$ cat config.mk
export PLATFORM = sky130hd
export DESIGN_NAME = fetch_ctrl
export DESIGN_NICKNAME = d
export VERILOG_FILES = /design/src/rtl/fetch_ctrl.sv
export SDC_FILE = /design/constraint.sdc
export NUM_CORES = 1
export LEC_CHECK = 0
export BUFFER_PORTS_ARGS = -buffer_cell sky130_fd_sc_hd__buf_4
export CAP_MARGIN = 15
export CORE_MARGIN = 10
export CORE_UTILIZATION = 49
export CTS_CLUSTER_DIAMETER = 40
export DETAILED_ROUTE_END_ITERATION = 8
export HOLD_SLACK_MARGIN = 0.06
export PLACE_DENSITY = 0.83
export REMOVE_ABC_BUFFERS = 1
export SYNTH_ARGS = -nofsm -noshare
export SYNTH_HDL_FRONTEND = slang
export SYNTH_SLANG_ARGS = --single-unit
$ cat constraint.sdc
create_clock -name clk -period 2.48 [get_ports clk]
set_input_delay 0.496 -clock clk [delete_from_list [all_inputs] [get_ports clk]]
set_output_delay 0.496 -clock clk [all_outputs]
set_load 0.1 [all_outputs]
$ cat src/rtl/fetch_ctrl.sv
// Instruction fetch sequencer: keeps one instruction-memory request in flight and feeds the fetch buffer.
// Redirects take priority over every other event, and stale responses are dropped so they are never delivered.
module fetch_ctrl #(
    parameter logic [63:0] RESET_PC          = 64'h0,
    parameter logic [63:0] PC_STEP           = 64'd8,
    parameter logic [63:0] STALL_INSTRUCTION = 64'h0000_0000_0000_0013
) (
    input  logic        clk,
    input  logic        rst,
    input  logic        stall_in,
    input  logic        redirect_valid,
    input  logic [0:63] redirect_pc,
    output logic        imem_req_valid,
    input  logic        imem_req_ready,
    output logic [0:63] imem_req_addr,
    input  logic        imem_resp_valid,
    input  logic [0:63] imem_resp_data,
    output logic [0:63] ninstruction,
    output logic        halt,
    output logic [0:63] fetch_pc
);

    typedef enum logic [2:0] {IDLE, REQ, WAIT, HOLD, DROP} state_t;

    state_t      state_q, state_d;
    logic [63:0] pc_q, pc_d;
    logic [63:0] hold_q, hold_d;
    logic [63:0] ninstr_q, ninstr_d;
    logic        halt_q, halt_d;
    logic [63:0] redirect_target;

    // Instructions are 8-byte aligned, so the low three address bits are cleared.
    assign redirect_target = redirect_pc & ~64'h7;

    assign imem_req_valid = (state_q == REQ);
    assign imem_req_addr  = pc_q;
    assign fetch_pc       = pc_q;
    assign halt           = halt_q;
    assign ninstruction   = ninstr_q;

    always_ff @(posedge clk) begin
        if (!rst) begin
            state_q  <= IDLE;
            pc_q     <= RESET_PC;
            hold_q   <= '0;
            halt_q   <= 1'b1;
            ninstr_q <= STALL_INSTRUCTION;
        end else begin
            state_q  <= state_d;
            pc_q     <= pc_d;
            hold_q   <= hold_d;
            halt_q   <= halt_d;
            ninstr_q <= ninstr_d;
        end
    end

    always_comb begin
        state_d  = state_q;
        pc_d     = pc_q;
        hold_d   = hold_q;
        halt_d   = 1'b1;
        ninstr_d = STALL_INSTRUCTION;
        if (redirect_valid) begin
            pc_d = redirect_target;
            // A response coinciding with a redirect in DROP retires the stale request, so waiting further would deadlock.
            case (state_q)
                REQ:     state_d = imem_req_ready ? DROP : REQ;
                WAIT:    state_d = imem_resp_valid ? REQ : DROP;
                DROP:    state_d = imem_resp_valid ? REQ : DROP;
                default: begin
                    state_d = REQ;
                    hold_d  = '0;
                end
            endcase
        end else begin
            case (state_q)
                IDLE: state_d = REQ;
                REQ: begin
                    if (imem_req_ready) state_d = WAIT;
                end
                WAIT: begin
                    if (imem_resp_valid) begin
                        if (stall_in) begin
                            hold_d  = imem_resp_data;
                            state_d = HOLD;
                        end else begin
                            halt_d   = 1'b0;
                            ninstr_d = imem_resp_data;
                            pc_d     = pc_q + PC_STEP;
                            state_d  = REQ;
                        end
                    end
                end
                HOLD: begin
                    if (!stall_in) begin
                        halt_d   = 1'b0;
                        ninstr_d = hold_q;
                        pc_d     = pc_q + PC_STEP;
                        state_d  = REQ;
                    end
                end
                DROP: begin
                    if (imem_resp_valid) state_d = REQ;
                end
                default: state_d = IDLE;
            endcase
        end
    end

    // A response is legal only while a request is outstanding (WAIT) or being discarded (DROP).
    always_ff @(posedge clk) begin
        if (rst) begin
            assert (!(imem_resp_valid && (state_q inside {IDLE, REQ, HOLD})));
        end
    end

endmodule

==> flow_summary.toml <==
[outcome]
result_of_the_run = "complete, no violations"

[critical_path]
critical_path.reg2reg.startpoint = "fetch_pc[52]"
worstRegToRegCells = 6
cp_data_arrival_time_ps = 1880
regToRegSetupSlack_ps = 200
timing_worst_setup_path_type = "flip-flop to primary output"
worst_r2r_endpoint = "fetch_pc[15]"
critical_path_peak_fanout = 16
critical_path_required_ps = 1980
setup.worst_path.end_class = "primary output"
worstSetupStartpointType = "flip-flop"

[sta]
timing.final.max_slew_violations = 0
timing.final.crit_period_ps = 2370
fin_worst_hold_slack_ps = 287
worst-slew-pin-transition_ps = 662
rsz_0062_raised_after_global_routing = "no"
final_min_period_over_clock_period_pct = 95.7
timing.fmax_ghz = 0.421
final_hold_viol_count = 0
final-setup-viol-count = 0
slew_headroom_pct = 55.8
finalClockSkew_ps = 10.8

[clock_tree]
clkLatencyLatePin_ps = 430
clock_tree_from_tritoncts = "built"
worst_setup_hold_path_clk_slew_ps = 70
clock-root-buffer = "clkbuf_16"
post-cts-setup-buffers = 0
post_cts_resized = 0
cts.sinks = 193
cts_hold_buffers = 0
cts_buffers = 17
cts_buffer_depth = 2
cts-htree-levels = 4

[hold_path]
timing.hold.worst_path_depth = 2
hold_path.startpoint = "redirect_pc[47]"
timing.hold.worst_endpoint = "fetch_pc[47]"
worstHoldPathType = "input pin to flip-flop"

[drt]
drtIter0Drc = 431
average_wire_length_per_cell_after_detail_routing_um = 19.6
detail_route.drc_violations = 0
detail_route.first_pass.iterations = 5
avgViaCountPerCell = 5.55
detail-route-antenna-nets = 0
num_vias = 7639
wl_um = 26900

[placed_design]
io_buffer_count = 318
detailed_place_hpwl_um = 20200
place_congestion = 0.894

[logic_synthesis]
post-synth-top-count-cell = "dfxtp_1"
synth-simple-area-share_pct = 16.0
post_synth_mux_area_share_pct = 0.488
synth_top_cells_by_area = "dfxtp_1 47%, a22o_1 6.8%, buf_4 6.1%"
yosysSeqAreaShare_pct = 47.1
ys_ff_latch = 193
synth_top_area_share_pct = 47.1
synth_adder_area_share_pct = 0.152
synth_area_leader_cell = "dfxtp_1"
synth.distinct_cells = 51
synth_xor_xnor_area_share_pct = 5.87
postSynthAreaPerCell_um2 = 9.18
synthesis.area_mm2 = 0.00821
netlist_instances = 894
async_flop_share_pct = 0
synth-warning-count = 0
synth_top_family_by_area = "compound AO/OA/AOI/OAI gates"
share_of_the_synthesized_area_in_compound_gates_ao_oa_aoi_oai_pct = 21.1
synth_edf_count = 0
most_used_dff_post_synth = "dfxtp_1"
most_used_standard_cells_in_the_synthesized_netlist = "193 x dfxtp_1, 84 x nor2_1, 67 x buf_4"

[global_routing]
first_global_vias = 7663
first_pass_grt_wire_length_um = 41400
antenna_found_initial = 2
grt_max_degree = 79
grt.total_usage_pct = 23.1
sum_of_overflow_across_all_layers_after_global_routing = 0

[die]
design.die.area_mm2 = 0.0223
coreArea_mm2 = 0.0165
die_ht_um = 149
design.portCount = 328
start_util_pct = 49.7
fp-row-count = 47
fp.dieW_um = 149

[cells_and_area]
num-fill-cells = 1308
final_layout_size_suffix_gt1_share_pct = 34.8
final_nets = 1277
layout_overhead_on_the_synthesized_area_pct = 35.2

[pwr]
ir_worst_vdd_mv = 0.441
power_per_cell_area_mw_per_mm2 = 717
total_power_mw = 7.95
total_leakage_power_nw = 4.59

[flow_run]
maxCapViolCount = 0
## registers in the layout (all words and copies together), names as in the netlist
signal        flops
halt              1
fetch_pc         61
ninstruction     64
hold_q           64
state_q           3
## area by class of cell
cell class                 instances  area (um^2)  area share (%)
sequential                       193         3860            34.8
inverter                           8         30.0           0.271
clock buffer                      17          425            3.83
timing repair buffer             351         2690            24.2
tap                              220          275            2.48
clock inverter                    15          193            1.74
multi-input combinational        571         3620            32.6
antenna                            1         2.50          0.0225
## logic make-up (layout without fill, tap and decap cells)
family / after synthesis / after routing
buffers and inverters: 135 / 391
AO/OA/AOI/OAI: 254 / 254
other: 1 / 7
flip-flops: 193 / 193
XOR/XNOR: 55 / 55
adder cells (fa/ha/maj): 1 / 1
multiplexers: 4 / 4
AND/OR/NAND/NOR: 251 / 251
## report_power, final
group / switching (mW) / internal (mW) / leakage, nW / total [mW]
Clock: 1.30 / 1.54 / 0.298 / 2.84
Combinational: 1.37 / 0.444 / 2.72 / 1.82
Sequential: 0.120 / 3.17 / 1.57 / 3.29
Total: 2.79 / 5.16 / 4.59 / 7.95
## worst max-delay path by stage
stage	cells after the start	start	to	slack, ps
finish	3	state_q[0]	imem_req_valid	110
CTS	3	state_q[0]	imem_req_valid	100
detailed placement	6	fetch_pc[52]	fetch_pc[7]	220
floorplan	5	redirect_valid	hold_q[0]	-2400
global placement	8	stall_in	fetch_pc[24]	290
global route	3	state_q[0]	imem_req_valid	9
## critical path: stages (launching register included)
cell	delay, ps
dfxtp_1	610
nand2b_1	190
nor2_1	300
buf_4	360
## stage by stage
stage | setup WS, ps | std cells | util, % | setup TNS (ps) | instance area, um^2
after global routing | 8.57 | 1376 | 67.2 | 0 | 11100
final | 107 | 1376 | 67.2 | 0 | 11100
after CTS | 104 | 1375 | 67.1 | 0 | 11100
after floorplan | -2400 | 772 | - | -205440 | 7500
after detailed placement | 224 | 1343 | 63.4 | 0 | 10500
after global placement | 290 | 1343 | 63.4 | 0 | 10500
## layout by cell type, fill, tap and decap left out, types with 22 or more instances in the layout
cell	count
a22oi_1	62
dfxtp_1	193
xnor2_1	33
xor2_1	22
o21ai_0	48
nor2_1	83
nand2_1	44
a22o_1	64
a21oi_1	45
buf_4	347
## per-layer routing
layer	wire length [um]	track usage (%)	share of wire, %
met5	17	0	0.063
met2	13000	38.1	48
met3	3130	9.60	12
met4	1110	11.8	4.1
met1	9670	24.9	36
Power figures use the tool's default switching activity.
